## config.mk

```make
export PLATFORM = sky130hd
export DESIGN_NAME = cmp_tally
export DESIGN_NICKNAME = d
export VERILOG_FILES = /design/src/rtl/cmp_pkg.sv /design/src/rtl/sat_cnt.sv /design/src/rtl/cmp_tally.sv
export SDC_FILE = /design/constraint.sdc
export NUM_CORES = 1
export LEC_CHECK = 0
export ABC_AREA = 1
export ABC_CLOCK_PERIOD_IN_PS = 2900
export CORE_MARGIN = 5
export CORE_UTILIZATION = 44
export DETAILED_ROUTE_END_ITERATION = 7
export PLACE_DENSITY = 0.78
export SLEW_MARGIN = 40
export SYNTH_ARGS = -nofsm -noshare
export SYNTH_HDL_FRONTEND = slang
export SYNTH_SLANG_ARGS = --single-unit
```

## constraint.sdc

```tcl
create_clock -name clk -period 2.9 [get_ports clk]
set_clock_uncertainty 0.15 [all_clocks]
set_input_delay 0.58 -clock clk [delete_from_list [all_inputs] [get_ports clk]]
set_output_delay 0.58 -clock clk [all_outputs]
set_load 0.02 [all_outputs]
```

## src/rtl/cmp_pkg.sv

```systemverilog
// Shared types and defaults for the comparator-result tally block.
package cmp_pkg;

    localparam int unsigned CNT_W_DEF = 16;

    // Class of the most recent accepted sample; ClsNone after reset, clear or a malformed sample.
    typedef enum logic [1:0] {
        ClsNone,
        ClsGt,
        ClsLt,
        ClsEq
    } cls_e;

    // Snapshot handshake states.
    typedef enum logic {
        StIdle,
        StHold
    } state_e;

endpackage

```

## src/rtl/sat_cnt.sv

```systemverilog
// Saturating up-counter with synchronous clear; holds at all-ones instead of wrapping.
module sat_cnt
    import cmp_pkg::*;
#(
    parameter int unsigned CNT_W = CNT_W_DEF
) (
    input  logic             clk,
    input  logic             rst,
    input  logic             i_inc,
    input  logic             i_clr,
    output logic [CNT_W-1:0] o_cnt
);

    localparam logic [CNT_W-1:0] MaxVal = '1;

    logic [CNT_W-1:0] r_cnt;

    // Count register: reset/clear win, otherwise increment until saturated.
    always_ff @(posedge clk) begin
        if (rst || i_clr) begin
            r_cnt <= '0;
        end else if (i_inc && (r_cnt != MaxVal)) begin
            r_cnt <= r_cnt + CNT_W'(1);
        end
    end

    assign o_cnt = r_cnt;

endmodule

```

## src/rtl/cmp_tally.sv

```systemverilog
// Tallies comparator results by class, tracks run lengths and offers a held snapshot.
module cmp_tally
    import cmp_pkg::*;
#(
    parameter int unsigned CNT_W = CNT_W_DEF
) (
    input  logic             clk,
    input  logic             rst,
    input  logic             in_vld,
    input  logic             Gt,
    input  logic             Lt,
    input  logic             Eq,
    input  logic             clr,
    input  logic             rd_req,
    input  logic             snap_rdy,
    output logic             snap_vld,
    output logic [CNT_W-1:0] snap_gt,
    output logic [CNT_W-1:0] snap_lt,
    output logic [CNT_W-1:0] snap_eq,
    output logic [CNT_W-1:0] snap_err,
    output logic [CNT_W-1:0] snap_max_run,
    output logic [CNT_W-1:0] run_len
);

    localparam logic [CNT_W-1:0] MaxVal = '1;

    cls_e             w_cls;
    logic             w_accept;
    logic             w_valid;
    logic             w_err;
    logic [CNT_W-1:0] w_run_next;
    logic [CNT_W-1:0] w_gt_cnt;
    logic [CNT_W-1:0] w_lt_cnt;
    logic [CNT_W-1:0] w_eq_cnt;
    logic [CNT_W-1:0] w_err_cnt;
    logic             w_capture;
    state_e           w_state_next;

    cls_e             r_last_cls;
    logic [CNT_W-1:0] r_run_len;
    logic [CNT_W-1:0] r_max_run;
    state_e           r_state;
    logic [CNT_W-1:0] r_snap_gt;
    logic [CNT_W-1:0] r_snap_lt;
    logic [CNT_W-1:0] r_snap_eq;
    logic [CNT_W-1:0] r_snap_err;
    logic [CNT_W-1:0] r_snap_max;

    // Sample classification and the run length this sample would produce.
    always_comb begin
        w_accept = in_vld && !clr;
        unique case ({Gt, Lt, Eq})
            3'b100:  w_cls = ClsGt;
            3'b010:  w_cls = ClsLt;
            3'b001:  w_cls = ClsEq;
            default: w_cls = ClsNone;
        endcase
        w_valid = w_accept && (w_cls != ClsNone);
        w_err   = w_accept && (w_cls == ClsNone);
        if ((w_cls == r_last_cls) && (r_last_cls != ClsNone)) begin
            w_run_next = (r_run_len == MaxVal) ? r_run_len : r_run_len + CNT_W'(1);
        end else begin
            w_run_next = CNT_W'(1);
        end
    end

    sat_cnt #(.CNT_W(CNT_W)) u_gt_cnt (
        .clk   (clk),
        .rst   (rst),
        .i_inc (w_valid && (w_cls == ClsGt)),
        .i_clr (clr),
        .o_cnt (w_gt_cnt)
    );

    sat_cnt #(.CNT_W(CNT_W)) u_lt_cnt (
        .clk   (clk),
        .rst   (rst),
        .i_inc (w_valid && (w_cls == ClsLt)),
        .i_clr (clr),
        .o_cnt (w_lt_cnt)
    );

    sat_cnt #(.CNT_W(CNT_W)) u_eq_cnt (
        .clk   (clk),
        .rst   (rst),
        .i_inc (w_valid && (w_cls == ClsEq)),
        .i_clr (clr),
        .o_cnt (w_eq_cnt)
    );

    sat_cnt #(.CNT_W(CNT_W)) u_err_cnt (
        .clk   (clk),
        .rst   (rst),
        .i_inc (w_err),
        .i_clr (clr),
        .o_cnt (w_err_cnt)
    );

    // Run tracking: malformed samples break the run, max_run follows the new run on the same edge.
    always_ff @(posedge clk) begin
        if (rst || clr) begin
            r_last_cls <= ClsNone;
            r_run_len  <= '0;
            r_max_run  <= '0;
        end else if (w_err) begin
            r_last_cls <= ClsNone;
            r_run_len  <= '0;
        end else if (w_valid) begin
            r_last_cls <= w_cls;
            r_run_len  <= w_run_next;
            if (w_run_next > r_max_run) begin
                r_max_run <= w_run_next;
            end
        end
    end

    // Snapshot FSM next state; snap_vld is purely a function of the state register.
    always_comb begin
        w_state_next = r_state;
        w_capture    = 1'b0;
        snap_vld     = 1'b0;
        unique case (r_state)
            StIdle: begin
                if (rd_req) begin
                    w_capture    = 1'b1;
                    w_state_next = StHold;
                end
            end
            StHold: begin
                snap_vld = 1'b1;
                if (snap_rdy) begin
                    w_state_next = StIdle;
                end
            end
            default: w_state_next = StIdle;
        endcase
    end

    // State and snapshot registers; capture takes pre-edge live values, clr never touches them.
    always_ff @(posedge clk) begin
        if (rst) begin
            r_state    <= StIdle;
            r_snap_gt  <= '0;
            r_snap_lt  <= '0;
            r_snap_eq  <= '0;
            r_snap_err <= '0;
            r_snap_max <= '0;
        end else begin
            r_state <= w_state_next;
            if (w_capture) begin
                r_snap_gt  <= w_gt_cnt;
                r_snap_lt  <= w_lt_cnt;
                r_snap_eq  <= w_eq_cnt;
                r_snap_err <= w_err_cnt;
                r_snap_max <= r_max_run;
            end
        end
    end

    assign snap_gt      = r_snap_gt;
    assign snap_lt      = r_snap_lt;
    assign snap_eq      = r_snap_eq;
    assign snap_err     = r_snap_err;
    assign snap_max_run = r_snap_max;
    assign run_len      = r_run_len;

endmodule

```

After elaboration in Yosys (flattened, before gate mapping)

Cells that the tools add are included.

Output and inout port bits: 97
Bits in latches: 0
Memory bits (read-only): 0
Memories kept: 0
Bits in writable memories: 0
Flip-flop bits (word level): 179
Input bits: 9

Muxes and demuxes: 8
Reduce and logical (&&, ||, !) cells: 18
Multipliers: 0
Shift-type cells: 0
Add/subtract/negate cells: 5
Eq/ne operators: 12
Order comparisons: 1
Bitwise operators: 2
Div/mod/pow operators: 0

Operators with widths:

| cell                                                                   | count |
|---|---|
| 16-bit by 1-bit adder with 16-bit output (second input constant)       | 5 |
| 16-bit inequality test (second input constant)                         | 4 |
| 16-bit two-way mux                                                     | 2 |
| 16-bit equality test (second input constant)                           | 1 |
| 16-bit greater-than comparator                                         | 1 |
| 1-bit logical AND                                                      | 11 |
| 2-bit case mux with 3 select lines                                     | 1 |
| 2-bit equality test (second input constant)                            | 2 |
| 1-bit two-way mux                                                      | 4 |
| 2-bit nonzero test                                                     | 2 |
| 3-bit by 1-bit equality test with 1-bit output (second input constant) | 1 |
| 3-bit by 2-bit equality test with 1-bit output (second input constant) | 1 |
| 3-bit equality test (second input constant)                            | 1 |
| 3-bit AND reduction                                                    | 1 |
| 2-bit by 1-bit equality test with 1-bit output (second input constant) | 1 |
| 2-bit equality test                                                    | 1 |
| 2-bit zero test                                                        | 1 |
| 1-bit inverter                                                         | 2 |
| 1-bit case mux with 2 select lines                                     | 1 |
| 2-bit OR reduction                                                     | 1 |
| 1-bit zero test                                                        | 1 |
| 1-bit logical OR                                                       | 1 |

Logic depth before layout (Yosys ltp)

Gate-level depths: netlist of the first run.

Depth in word-level cells: 7
Gate-level depth with buffers: 24
Depth with buffers taken out: 23

By module

Synthesis of the first run repeated with hierarchy kept, for this count alone.

Cell total of the unflattened synthesis: 1317
Area total of the unflattened synthesis: 8993.6 µm²

By module, submodules not included:

| module    | area an instance (µm²) | instances | cells each | sequential area each (µm²) |
|---|---|---|---|---|
| cmp_tally | 5190.0                 | 1         | 721        | 2302.2 |
| sat_cnt   | 950.9                  | 4         | 149        | 320.3 |

Least setup slack after synthesis of the first run

OpenSTA, ideal clock, no wires.

Path type: reg-to-reg
From: reg r_run_len[0], in the netlist run_len[0]
To: reg r_max_run[10]
Cell stages (with the launch flop): 21
Buffers on the path: 3
Path slack: 25 ps
Arrival: 2610 ps
Required time: 2635 ps
Clock period less this slack: 2875 ps
Path through: dfxtp_1 -> ha_1 -> nand3_2 -> inv_1 -> nand2_1 -> inv_2 -> nand2_4 -> buf_6 -> nand3_1 -> nand2_2 -> inv_1 -> ha_1 -> a21o_1 -> nor2_1 -> nand2_1 -> nand2_1 -> nand2_1 -> buf_2 -> buf_2 -> a21oi_1 -> nor2_1

Word-level cells in the longest chain between the ends: 5
Elaborated cells on any way between the ends: 6
Classes of those cells: add/sub (1); order compare (1); eq/ne (1); mux (2); reduce/logical (1)

RTL lines:

| item                                                                                    | RTL line         | RTL |
|---|---|---|
| start, declared                                                                         | cmp_tally.sv:40  | `logic [CNT_W-1:0] r_run_len;` |
| start signal, assigned                                                                  | cmp_tally.sv:110 | `r_run_len <= w_run_next;` |
| 16-bit by 1-bit adder with 16-bit output / 16-bit equality test (equally long branches) | cmp_tally.sv:61  | `w_run_next = (r_run_len == MaxVal) ? r_run_len : r_run_len + CNT_W'(1);` |
| 16-bit two-way mux *                                                                    | cmp_tally.sv:61  |  |
| 16-bit two-way mux *                                                                    | cmp_tally.sv:60  | `if ((w_cls == r_last_cls) && (r_last_cls != ClsNone)) begin` |
| net w_run_next[7]                                                                       | cmp_tally.sv:31  | `logic [CNT_W-1:0] w_run_next;` |
| 16-bit greater-than comparator *                                                        | cmp_tally.sv:111 | `if (w_run_next > r_max_run) begin` |
| 3-bit AND reduction (no line) *                                                         | --               |  |
| end signal, assigned                                                                    | cmp_tally.sv:112 | `r_max_run <= w_run_next;` |
| end, declared                                                                           | cmp_tally.sv:41  | `logic [CNT_W-1:0] r_max_run;` |

Mark *: on every way through the listed nets, which the timed path passes. The rest lies on a longest branch.
A chain may end at the register's enable or synchronous reset.

Worst setup path after layout of the first run

From: reg r_run_len[4], in the netlist run_len[4]
To: reg r_max_run[8]

Word-level cells in the longest chain between the ends: 5
Elaborated cells on any way between the ends: 6
Classes of those cells: add/sub (1); order compare (1); eq/ne (1); mux (2); reduce/logical (1)

RTL lines:

| item                           | RTL line |
|---|---|
| 16-bit equality test           | cmp_tally.sv:61 |
| 16-bit two-way mux             | cmp_tally.sv:61 |
| 16-bit two-way mux             | cmp_tally.sv:60 |
| net w_run_next[1]              | cmp_tally.sv:31 |
| 16-bit greater-than comparator | cmp_tally.sv:111 |
| 3-bit AND reduction (no line)  | -- |

The timed path passes the listed nets, and every way through them passes these cells.

==> Implementation_results.wiki, run 1 <==
{| class="wikitable"
! Metric !! Value
|-
| Status || finished, final reports clean
|-
| Drt via density || 5.19
|-
| Pin count of the biggest net entering global routing || 138
|-
| Slew headroom || 0.638
|-
| Commonest cells post-synth || sky130_fd_sc_hd__nand2_1 (237), sky130_fd_sc_hd__dfxtp_1 (179), sky130_fd_sc_hd__nor2_1 (144), sky130_fd_sc_hd__a21oi_1 (139), sky130_fd_sc_hd__o21ai_0 (123)
|-
| Synth area leaders || sky130_fd_sc_hd__dfxtp_1 (42%), sky130_fd_sc_hd__nand2_1 (10%), sky130_fd_sc_hd__a21oi_1 (8.1%), sky130_fd_sc_hd__o21ai_0 (7.2%), sky130_fd_sc_hd__nor2_1 (6.3%)
|-
| Root Buffer || sky130_fd_sc_hd__clkbuf_16
|-
| Number of flops mapped to enable cells by yosys || 0
|-
| Reg2Reg Depth || 21
|-
| Clock buffer depth || 2
|-
| Final Wtd Congestion || 0.913
|-
| Initial antenna violation count || 0
|-
| Post-route DRC violation count || 0
|-
| Start point of the worst hold path || u_err_cnt.o_cnt[14]
|-
| DR WL/cell || 14.4 µm
|-
| Area added between synthesis and finish || 26.2%
|-
| Number of ports placed on the die boundary || 106
|-
| GR Util met3 || 0.0389
|-
| Hold Path Class || flop to flop
|-
| Leading area contributor after synthesis || sky130_fd_sc_hd__dfxtp_1
|-
| DRC marker count from the first detailed-route iteration || 682
|-
| Gate count of the mapped netlist || 1,207
|-
| Average cell area after synthesis || 7.08 µm²
|-
| Area of the core region || 0.0193 mm²
|-
| Ant diodes || 0
|-
| Final Slew Violations || 0
|-
| All-layer global routing usage || 0.202
|-
| TritonCTS clock tree || built
|-
| Crit path required time || 3.07 ns
|-
| P_leak || 4.02 nW
|-
| Vias in the first global route || 7,664
|-
| Worst Hold Endpoint || u_err_cnt.o_cnt[14]
|-
| Finish-stage setup viols || 0
|-
| Worst setup EP type || flop
|-
| Startpoint kind of the worst setup timing path || flop
|-
| Post-Synthesis Net Count || 1,237
|-
| Total detailed-routing wirelength || 23.1 mm
|-
| Part of the total power dissipated in sequential elements || 0.473
|-
| Global Route met1 Usage || 0.252
|-
| Share of the core filled with cells || 0.559
|-
| Die height || 149 µm
|-
| Depth of the worst hold-timing path || 2
|-
| Die Area || 0.0223 mm²
|-
| Area fraction of the dominant cell type after synthesis || 0.420
|-
| Peak-usage layer in the global routing report || met2
|-
| Post-route total power || 0.00549 W
|-
| Max-capacitance violation count || 0
|-
| Count of buffers inserted at the top-level ports || 105
|-
| Psw || 0.00142 W
|-
| Netlist cell types || 34
|-
| Transition time at the pin with the least slew margin || 0.539 ns
|-
| Number of optimization iterations in the first detailed-route pass || 8
|-
| Final worst path period share || 0.963
|-
| Main synth FF type || sky130_fd_sc_hd__dfxtp_1
|-
| Shortest period the worst path allows || 2.79 ns
|-
| Effective utilization at floorplan || 0.443
|-
| Synthesis-stage register bit count || 179
|-
| Hold_ws || 0.318 ns
|-
| Share of total power in the clock network || 0.406
|-
| Net count, final || 1,353
|-
| Share of final-layout standard cells stronger than drive strength 1 || 0.115
|-
| Cell-internal power || 0.00407 W
|-
| Launch instance of the worst register-to-register path || run_len[4]
|-
| Most numerous cell in the Yosys netlist || sky130_fd_sc_hd__nand2_1
|-
| HPWL after detailed placement || 16.2 mm
|-
| CP arrival || 2.96 ns
|-
| Combinational power share || 0.121
|-
| Reg-to-Reg End || r_max_run[8]
|-
| Area of the mapped netlist || 0.00854 mm²
|-
| Type of the worst setup path || flop to flop
|-
| Sw Ratio || 0.259
|-
| Maximum achievable frequency || 358 MHz
|-
| H-tree Lvls || 4
|-
| Global-route wire length before repair || 37.1 mm
|-
| Power per standard cell area || 510 mW/mm²
|-
| Width of the die || 149 µm
|-
| Number of standard-cell rows in the floorplan || 51
|-
| Synth Warn # || 0
|-
| Clock network latency to the later pin of the worst-skew pair || 0.43 ns
|-
| Number of sinks driven by the clock tree || 179
|-
| Clock-pin slew on the worst setup and hold paths || 0.07 ns
|-
| Total number of vias || 8,302
|-
| Crit path launch || run_len[4]
|-
| Met2 layer usage reported by global route || 0.352
|-
| R2R Setup Slk || 0.11 ns
|-
| Filler Cell Count || 1,812
|-
| Number of hold-slack violations in the final timing report || 0
|-
| CP max FO || 15
|-
| Global route overflow || 0
|-
| Antenna violation net count after detailed routing || 0
|-
| Share of the yosys chip area belonging to registers || 0.420
|-
| Number of buffers inserted during clock tree synthesis || 17
|-
| Async set-or-reset flop fraction in the synthesized netlist || 0
|-
| Peak supply drop || 0.453 mV
|}
## worst max-delay path: stages (launching register included)
cell                        delay (ns)
sky130_fd_sc_hd__dfxtp_2          0.41
sky130_fd_sc_hd__nand2_1          0.12
sky130_fd_sc_hd__nor2_1           0.18
sky130_fd_sc_hd__nand2_2          0.12
sky130_fd_sc_hd__inv_4            0.10
sky130_fd_sc_hd__nand2_8          0.09
sky130_fd_sc_hd__nand2_1          0.08
sky130_fd_sc_hd__nand2_1          0.07
sky130_fd_sc_hd__nand2_2          0.07
sky130_fd_sc_hd__inv_1            0.06
sky130_fd_sc_hd__ha_1             0.31
sky130_fd_sc_hd__nand2_1          0.07
sky130_fd_sc_hd__nand2_1          0.05
sky130_fd_sc_hd__nand2_1          0.06
sky130_fd_sc_hd__nand2_1          0.05
sky130_fd_sc_hd__nand2_1          0.05
sky130_fd_sc_hd__nand2_1          0.06
sky130_fd_sc_hd__nand2_2          0.09
sky130_fd_sc_hd__nand2_4          0.09
sky130_fd_sc_hd__clkbuf_16        0.19
sky130_fd_sc_hd__a21oi_1          0.12
sky130_fd_sc_hd__nor2_1           0.07
## sequential cells by signal (all words and copies together), names as in the netlist
register and cells:
r_last_cls 2, u_err_cnt.o_cnt 16, r_state 1, snap_err 16, snap_lt 16, snap_max_run 16
u_lt_cnt.o_cnt 16, snap_eq 16, r_max_run 16, u_gt_cnt.o_cnt 16, u_eq_cnt.o_cnt 16, run_len 16
snap_gt 16
## how the worst max path moves through the flow
stage                                to  slack (ns)  cells past startpoint
after global placement     r_max_run[0]       -0.44                     17
final                      r_max_run[8]        0.11                     21
after CTS                  r_max_run[9]      0.0007                     20
after global routing       r_max_run[8]       -0.02                     21
after detailed placement   r_max_run[9]       -0.57                     18
after floorplan           r_max_run[10]        0.02                     20
## cell families (layout without fill, tap and decap cells)
logic type / Yosys count / in the layout / share of synthesized area
AND/OR/NAND/NOR: 547 / 547 / 0.280
buffers and inverters: 168 / 297 / 0.0853
XOR/XNOR: 28 / 28 / 0.0287
AO/OA/AOI/OAI: 264 / 264 / 0.155
adder cells (fa/ha/maj): 21 / 21 / 0.0308
flip-flops: 179 / 179 / 0.420
## power groups by stage
stage	Sequential [W]	Combinational (W)	Clock, W
6_report	0.00260	0.000664	0.00223
5_1_grt	0.00261	0.000720	0.00237
4_1_cts	0.00260	0.000633	0.00226
3_5_place_dp	0.00265	0.000627	0
3_3_place_gp	0.00265	0.000615	0
2_1_floorplan	0.00274	0.000262	0
## cell usage in the layout (no fill, tap or decap), types with 2 or more instances in the layout
cell and n:
sky130_fd_sc_hd__nand3_1 71, sky130_fd_sc_hd__and3_1 2, sky130_fd_sc_hd__nand3b_1 2, sky130_fd_sc_hd__dfxtp_2 11, sky130_fd_sc_hd__xnor2_1 10, sky130_fd_sc_hd__clkinv_2 2
sky130_fd_sc_hd__nor3_1 36, sky130_fd_sc_hd__and2_1 2, sky130_fd_sc_hd__dfxtp_1 168, sky130_fd_sc_hd__a21oi_2 6, sky130_fd_sc_hd__xor2_1 18, sky130_fd_sc_hd__inv_1 101
sky130_fd_sc_hd__clkbuf_16 19, sky130_fd_sc_hd__buf_4 38, sky130_fd_sc_hd__nor3b_1 5, sky130_fd_sc_hd__clkbuf_8 3, sky130_fd_sc_hd__nand2_2 16, sky130_fd_sc_hd__dlymetal6s2s_1 3
sky130_fd_sc_hd__nor2_4 7, sky130_fd_sc_hd__ha_1 20, sky130_fd_sc_hd__nand2_4 2, sky130_fd_sc_hd__or2_2 3, sky130_fd_sc_hd__nand3_4 2, sky130_fd_sc_hd__nor2_2 10
sky130_fd_sc_hd__clkinvlp_4 5, sky130_fd_sc_hd__buf_12 5, sky130_fd_sc_hd__a21oi_1 133, sky130_fd_sc_hd__inv_2 13, sky130_fd_sc_hd__nand2_1 231, sky130_fd_sc_hd__nor4_1 2
sky130_fd_sc_hd__nand4_1 15, sky130_fd_sc_hd__o21ai_0 123, sky130_fd_sc_hd__clkdlybuf4s50_1 102, sky130_fd_sc_hd__nand3_2 4, sky130_fd_sc_hd__clkinv_4 2, sky130_fd_sc_hd__nor2_1 135
## per-stage QoR
step / area (µm²) / setup WS (ns) / cells / TNS [ns]
6_report: 10800 / 0.109 / 1601 / 0
5_1_grt: 10800 / -0.0239 / 1601 / -0.0372
4_1_cts: 10600 / 0.000686 / 1598 / 0
3_5_place_dp: 10000 / -0.567 / 1565 / -8.64
3_3_place_gp: 10000 / -0.435 / 1565 / -6.59
2_1_floorplan: 8540 / 0.0249 / 1207 / 0
## routing by layer
layer | share of wire | vias to the layer above
met3 | 0.045 | 34
met5 | 0 | -
met2 | 0.50 | 226
met1 | 0.44 | 3859
met4 | 0.021 | 0
li1 | - | 4183
## layout make-up
type                       count  area (µm²)  area share
clock buffer                  21         470      0.0436
clock inverter                11         104     0.00963
inverter                     115         434      0.0403
multi-input combinational    860        4350       0.404
sequential                   179        3600       0.334
tap                          265         332      0.0308
timing repair buffer         150        1490       0.139
## repair_timing
action	4_1_cts	5_1_grt
buffers inserted	1	1
gates resized for setup	2	42
cloned	0	2
pin swaps	1	4
endpoints found under the setup margin	16	16
hold endpoints to repair	0	0
hold buffers	0	0
Note: power is estimated with default switching activity, not from simulation.
==> inputs of run 2 (changes only) <==
--- a/config.mk
+++ b/config.mk
@@ -9,7 +9,9 @@
 export ABC_CLOCK_PERIOD_IN_PS = 2900
 export CORE_MARGIN = 5
 export CORE_UTILIZATION = 44
+export CTS_CLUSTER_SIZE = 24
 export DETAILED_ROUTE_END_ITERATION = 7
+export GPL_TIMING_DRIVEN = 0
 export PLACE_DENSITY = 0.78
 export SLEW_MARGIN = 40
 export SYNTH_ARGS = -nofsm -noshare
==> constraint.sdc (replaced) <==
create_clock -name clk -period 2.9 [get_ports clk]
set_clock_uncertainty 0.15 [all_clocks]
set_input_delay 0.58 -clock clk [delete_from_list [all_inputs] [get_ports clk]]
set_output_delay 0.58 -clock clk [all_outputs]
set_load 0.05 [all_outputs]
==> Implementation_results.wiki, run 2 (synthesis gave the netlist of run 1 again) <==
{| class="wikitable"
! Metric !! Value
|-
| Worst setup EP type || flop
|-
| Initial antenna violation count || 0
|-
| HPWL after detailed placement || 17.7 mm
|-
| Final Wtd Congestion || 0.943
|-
| Final worst path period share || 0.972
|-
| Vias in the first global route || 7,944
|-
| All-layer global routing usage || 0.219
|-
| Drt via density || 5.35
|-
| Worst setup slack before clock tree synthesis || -0.947 ns
|-
| Total number of vias || 8,697
|-
| Peak-usage layer in the global routing report || met2
|-
| Number of buffers inserted during clock tree synthesis || 17
|-
| Die height || 149 µm
|-
| Filler Cell Count || 1,779
|-
| Share of total power in the clock network || 0.383
|-
| Count of buffers inserted at the top-level ports || 105
|-
| Combinational power share || 0.159
|-
| Global route overflow || 0
|-
| Cell-internal power || 0.00403 W
|-
| Post-route DRC violation count || 0
|-
| Crit path required time || 3.08 ns
|-
| Power per standard cell area || 519 mW/mm²
|-
| Clock-pin slew on the worst setup and hold paths || 0.06 ns
|-
| Pin count of the biggest net entering global routing || 17
|-
| Setup TNS || 0 ns
|-
| Root Buffer || sky130_fd_sc_hd__clkbuf_16
|-
| Finish-stage setup viols || 0
|-
| TritonCTS clock tree || built
|-
| Startpoint kind of the worst setup timing path || flop
|-
| Final Slew Violations || 0
|-
| Hold Path Class || flop to flop
|-
| DRC marker count from the first detailed-route iteration || 822
|-
| Number of hold-slack violations in the final timing report || 0
|-
| CP arrival || 3.00 ns
|-
| Global Route met1 Usage || 0.283
|-
| Maximum achievable frequency || 355 MHz
|-
| Type of the worst setup path || flop to flop
|-
| Global-route wire length before repair || 39.4 mm
|-
| Number of standard-cell rows in the floorplan || 51
|-
| Area added between synthesis and finish || 28.4%
|-
| Sw Ratio || 0.291
|-
| Share of final-layout standard cells stronger than drive strength 1 || 0.138
|-
| Transition time at the pin with the least slew margin || 0.788 ns
|-
| Peak supply drop || 0.465 mV
|-
| Psw || 0.00166 W
|-
| GR Util met3 || 0.0459
|-
| Shortest period the worst path allows || 2.82 ns
|-
| Width of the die || 149 µm
|-
| H-tree Lvls || 4
|-
| Part of the total power dissipated in sequential elements || 0.457
|-
| Number of ports placed on the die boundary || 106
|-
| Area of the core region || 0.0193 mm²
|-
| # hold bufs at CTS || 0
|-
| P_leak || 4.07 nW
|-
| DR WL/cell || 15.6 µm
|-
| Post-route total power || 0.00569 W
|-
| CP max FO || 10
|-
| Clock buffer depth || 2
|-
| Commonest non-fill, non-tap cell in the layout || sky130_fd_sc_hd__nand2_1
|-
| Die Area || 0.0223 mm²
|-
| Total detailed-routing wirelength || 25.4 mm
|-
| Met2 layer usage reported by global route || 0.356
|-
| Status || finished, final reports clean
|-
| Number of sinks driven by the clock tree || 179
|-
| Max-capacitance violation count || 0
|-
| Effective utilization at floorplan || 0.443
|-
| Clock network latency to the later pin of the worst-skew pair || 0.44 ns
|-
| Net count, final || 1,377
|-
| Slew headroom || 0.474
|-
| Share of the core filled with cells || 0.569
|-
| Least setup slack across all paths after layout || 0.0803 ns
|-
| Top library cells by usage in the layout, fill and taps aside || sky130_fd_sc_hd__nand2_1 (216), sky130_fd_sc_hd__dfxtp_1 (165), sky130_fd_sc_hd__nor2_1 (134), sky130_fd_sc_hd__a21oi_1 (128), sky130_fd_sc_hd__o21ai_0 (122)
|-
| Number of optimization iterations in the first detailed-route pass || 5
|-
| Antenna violation net count after detailed routing || 0
|-
| Ant diodes || 0
|}
run 2: worst paths after layout:
kind,start,slack [ns],cells after the start,end
setup / recovery,run_len[0],0.08,20,r_max_run[14]
setup reg to reg,run_len[0],0.08,20,r_max_run[14]
hold / removal,u_err_cnt.o_cnt[14],0.32,2,u_err_cnt.o_cnt[14]
hold reg to reg,u_err_cnt.o_cnt[14],0.32,2,u_err_cnt.o_cnt[14]
run 2: layout make-up:
class | count | area, µm² | area share
Clock buffer | 19 | 443 | 0.0404
Timing Repair Buffer | 121 | 1200 | 0.109
Sequential cell | 179 | 3610 | 0.329
Clock inverter | 13 | 109 | 0.00993
Buffer | 53 | 333 | 0.0304
Tap cell | 265 | 332 | 0.0302
Multi-Input combinational cell | 860 | 4510 | 0.411
Inverter | 115 | 434 | 0.0396
run 2: power groups by stage:
| stage | clock, W | sequential, W | combinational, W |
|---|---|---|---|
| 4_1_cts | 0.00220 | 0.00260 | 0.000849 |
| 3_3_place_gp | 0 | 0.00266 | 0.000807 |
| 3_5_place_dp | 0 | 0.00266 | 0.000817 |
| 6_report | 0.00218 | 0.00260 | 0.000905 |
| 2_1_floorplan | 0 | 0.00292 | 0.000262 |
| 5_1_grt | 0.00232 | 0.00261 | 0.000958 |
run 2: critical path, stage by stage, from the launching register on:
cell,delay (ns)
sky130_fd_sc_hd__dfxtp_4,0.37
sky130_fd_sc_hd__ha_4,0.18
sky130_fd_sc_hd__nand3_4,0.10
sky130_fd_sc_hd__inv_2,0.06
sky130_fd_sc_hd__nand2_4,0.07
sky130_fd_sc_hd__inv_2,0.06
sky130_fd_sc_hd__nand2_4,0.09
sky130_fd_sc_hd__buf_4,0.12
sky130_fd_sc_hd__nand3_1,0.10
sky130_fd_sc_hd__nand2_2,0.12
sky130_fd_sc_hd__inv_1,0.06
sky130_fd_sc_hd__ha_1,0.30
sky130_fd_sc_hd__nand2_1,0.08
sky130_fd_sc_hd__nor2_2,0.11
sky130_fd_sc_hd__nand2_2,0.08
sky130_fd_sc_hd__nor2_4,0.13
sky130_fd_sc_hd__nor2_4,0.04
sky130_fd_sc_hd__buf_6,0.14
sky130_fd_sc_hd__buf_12,0.15
sky130_fd_sc_hd__a21oi_2,0.14
sky130_fd_sc_hd__nor2_1,0.06
run 2: metrics by stage:
stage                     cell area [µm²]  hold WS [ns]  cells
after floorplan                      8550         0.293   1207
after CTS                           10600         0.321   1616
after detailed placement             9930         0.311   1577
after global placement               9930         0.300   1577
final                               11000         0.325   1625
after global routing                11000         0.355   1625
run 2: what timing repair did:
item	CTS	global route
gates resized for setup	35	73
endpoints found under the setup margin	16	16
setup buffers	4	8
cloned	3	1
pin swaps	6	21
run 2: metal layers:
layer  routed length, µm  vias to the layer above  part of all wire
met4                1050                        0             0.041
met2               12000                      345              0.47
met3                1640                       82             0.065
met5                   0                        -                 0
met1               10700                     4034              0.42
li1                    -                     4236                 -
==> inputs of run 3 (changes only) <==
--- a/config.mk
+++ b/config.mk
@@ -6,14 +6,14 @@
 export NUM_CORES = 1
 export LEC_CHECK = 0
 export ABC_AREA = 1
-export ABC_CLOCK_PERIOD_IN_PS = 2900
+export ABC_CLOCK_PERIOD_IN_PS = 3600
 export CORE_MARGIN = 5
 export CORE_UTILIZATION = 44
 export CTS_CLUSTER_SIZE = 24
 export DETAILED_ROUTE_END_ITERATION = 7
 export GPL_TIMING_DRIVEN = 0
-export PLACE_DENSITY = 0.78
-export SLEW_MARGIN = 40
+export PLACE_DENSITY = 0.76
+export SLEW_MARGIN = 15
 export SYNTH_ARGS = -nofsm -noshare
 export SYNTH_HDL_FRONTEND = slang
 export SYNTH_SLANG_ARGS = --single-unit
==> constraint.sdc (replaced) <==
create_clock -name clk -period 3.6 [get_ports clk]
set_clock_uncertainty 0.15 [all_clocks]
set_input_delay 0.72 -clock clk [delete_from_list [all_inputs] [get_ports clk]]
set_output_delay 0.72 -clock clk [all_outputs]
set_load 0.05 [all_outputs]
==> Implementation_results.wiki, run 3 (synthesis gave the netlist of run 1 again) <==
{| class="wikitable"
! Metric !! Value
|-
| Global-route wire length before repair || 39.2 mm
|-
| Number of ports placed on the die boundary || 106
|-
| # placed instances || 1,577
|-
| Launch instance of the worst register-to-register path || run_len[0]
|-
| Number of buffers inserted during clock tree synthesis || 17
|-
| Clock buffer depth || 2
|-
| Shortest period the worst path allows || 3.27 ns
|-
| Register area || 0.00358 mm²
|-
| Global route overflow || 0
|-
| Total number of vias || 8,318
|-
| Net count, final || 1,361
|-
| CP arrival || 3.45 ns
|-
| Die Area || 0.0223 mm²
|-
| DR WL/cell || 15.0 µm
|-
| Finish-stage setup viols || 0
|-
| Post-route DRC violation count || 0
|-
| Final worst path period share || 0.909
|-
| Number of optimization iterations in the first detailed-route pass || 8
|-
| Worst setup EP type || flop
|-
| Effective utilization at floorplan || 0.443
|-
| Number of standard-cell rows in the floorplan || 51
|-
| Setup Buffers After CTS || 0
|-
| Count of placed standard cells in the final layout, fillers left out || 1,607
|-
| Root Buffer || sky130_fd_sc_hd__clkbuf_16
|-
| Share of final-layout standard cells stronger than drive strength 1 || 0.0693
|-
| Peak supply drop || 0.362 mV
|-
| Startpoint kind of the worst setup timing path || flop
|-
| Clock network latency to the later pin of the worst-skew pair || 0.44 ns
|-
| Width of the die || 149 µm
|-
| Area added between synthesis and finish || 22.4%
|-
| # hold bufs at CTS || 0
|-
| Max-capacitance violation count || 0
|-
| Final std cell area, no fill || 0.0105 mm²
|-
| Total detailed-routing wirelength || 24.1 mm
|-
| Crit path required time || 3.78 ns
|-
| Vias in the first global route || 7,848
|-
| TritonCTS clock tree || built
|-
| Final Slew Violations || 0
|-
| Post-placement cell area || 0.00992 mm²
|-
| Count of buffers inserted at the top-level ports || 105
|-
| Slew headroom || 0.515
|-
| Hold Path Class || flop to flop
|-
| Start point of the worst hold path || u_gt_cnt.o_cnt[15]
|-
| Area of the core region || 0.0193 mm²
|-
| Clock-pin slew on the worst setup and hold paths || 0.07 ns
|-
| RSZ-0062 raised after global routing || false
|-
| HPWL after detailed placement || 17.7 mm
|-
| Pin count of the biggest net entering global routing || 17
|-
| Combined area of the multi-input logic cells || 0.00424 mm²
|-
| DRC marker count from the first detailed-route iteration || 858
|-
| P_leak || 3.89 nW
|-
| Status || finished, final reports clean
|-
| All-layer global routing usage || 0.218
|-
| Transition time at the pin with the least slew margin || 0.727 ns
|-
| Type of the worst setup path || flop to flop
|-
| Die height || 149 µm
|-
| Crit path launch || run_len[0]
|-
| Initial antenna violation count || 0
|-
| Number of sinks driven by the clock tree || 179
|-
| Drt via density || 5.18
|-
| Number of hold-slack violations in the final timing report || 0
|-
| Maximum achievable frequency || 306 MHz
|-
| Top library cells by usage in the layout, fill and taps aside || sky130_fd_sc_hd__nand2_1 (237), sky130_fd_sc_hd__dfxtp_1 (179), sky130_fd_sc_hd__nor2_1 (144), sky130_fd_sc_hd__a21oi_1 (139), sky130_fd_sc_hd__o21ai_0 (123)
|-
| Filler Cell Count || 1,849
|-
| Power per standard cell area || 424 mW/mm²
|-
| Commonest non-fill, non-tap cell in the layout || sky130_fd_sc_hd__nand2_1
|-
| Antenna violation net count after detailed routing || 0
|-
| Final Wtd Congestion || 0.940
|-
| H-tree Lvls || 4
|-
| CP max FO || 10
|-
| Ant diodes || 0
|}
run 3: worst paths after layout:
check / to / cells past startpoint / slack [ns]
max: r_max_run[4] / 19 / 0.33
min: u_gt_cnt.o_cnt[15] / 2 / 0.33
max reg2reg: r_max_run[4] / 19 / 0.33
min reg2reg: u_gt_cnt.o_cnt[15] / 2 / 0.33
run 3: cell type report:
type                    count  area share
multi-input cells         860       0.405
repair buffers            105       0.101
inverters                 115      0.0413
plain buffers              53      0.0286
flip-flops and latches    179       0.343
clock buffers              19      0.0414
well taps                 265      0.0317
clock inverters            11     0.00802
run 3: critical path, cell delays in order (launching register included):
cell	delay [ns]
sky130_fd_sc_hd__dfxtp_1	0.46
sky130_fd_sc_hd__ha_1	0.28
sky130_fd_sc_hd__nand3_2	0.12
sky130_fd_sc_hd__inv_1	0.07
sky130_fd_sc_hd__nand2_1	0.10
sky130_fd_sc_hd__inv_2	0.11
sky130_fd_sc_hd__nand2_4	0.08
sky130_fd_sc_hd__buf_6	0.15
sky130_fd_sc_hd__nand3_1	0.08
sky130_fd_sc_hd__nand2_1	0.08
sky130_fd_sc_hd__inv_2	0.07
sky130_fd_sc_hd__ha_1	0.24
sky130_fd_sc_hd__a21oi_1	0.16
sky130_fd_sc_hd__o21ai_0	0.14
sky130_fd_sc_hd__a21oi_1	0.16
sky130_fd_sc_hd__nand2_1	0.08
sky130_fd_sc_hd__buf_2	0.19
sky130_fd_sc_hd__clkbuf_4	0.22
sky130_fd_sc_hd__a21oi_1	0.17
sky130_fd_sc_hd__nor2_1	0.06
run 3: layer usage:
layer	vias up	share of wire	global-route usage
met4	0	0.024	0.0769
met1	3851	0.45	0.287
met5	-	0	0
met2	234	0.47	0.362
li1	4196	-	-
met3	37	0.054	0.0386
run 3: metrics by stage:
step	hold WS (ns)	setup WS (ns)	utilization	TNS, ns	total power (W)
floorplan	0.293	0.475	-	0	0.00257
global placement	0.301	-0.277	0.515	-3.33	0.00279
detailed placement	0.321	-0.321	0.515	-3.78	0.00280
CTS	0.331	0.128	0.542	0	0.00444
global route	0.349	0.0481	0.543	0	0.00458
finish	0.331	0.328	0.543	0	0.00444
run 3: what timing repair did:
action,4_1_cts,5_1_grt
endpoints found under the hold margin,0,0
resized for setup,0,6
setup endpoints to repair,0,12
run 3: power by group:
part	switching [W]	internal (W)
Sequential	0.0000453	0.00205
Combinational	0.000469	0.000196
Clock	0.000798	0.000876
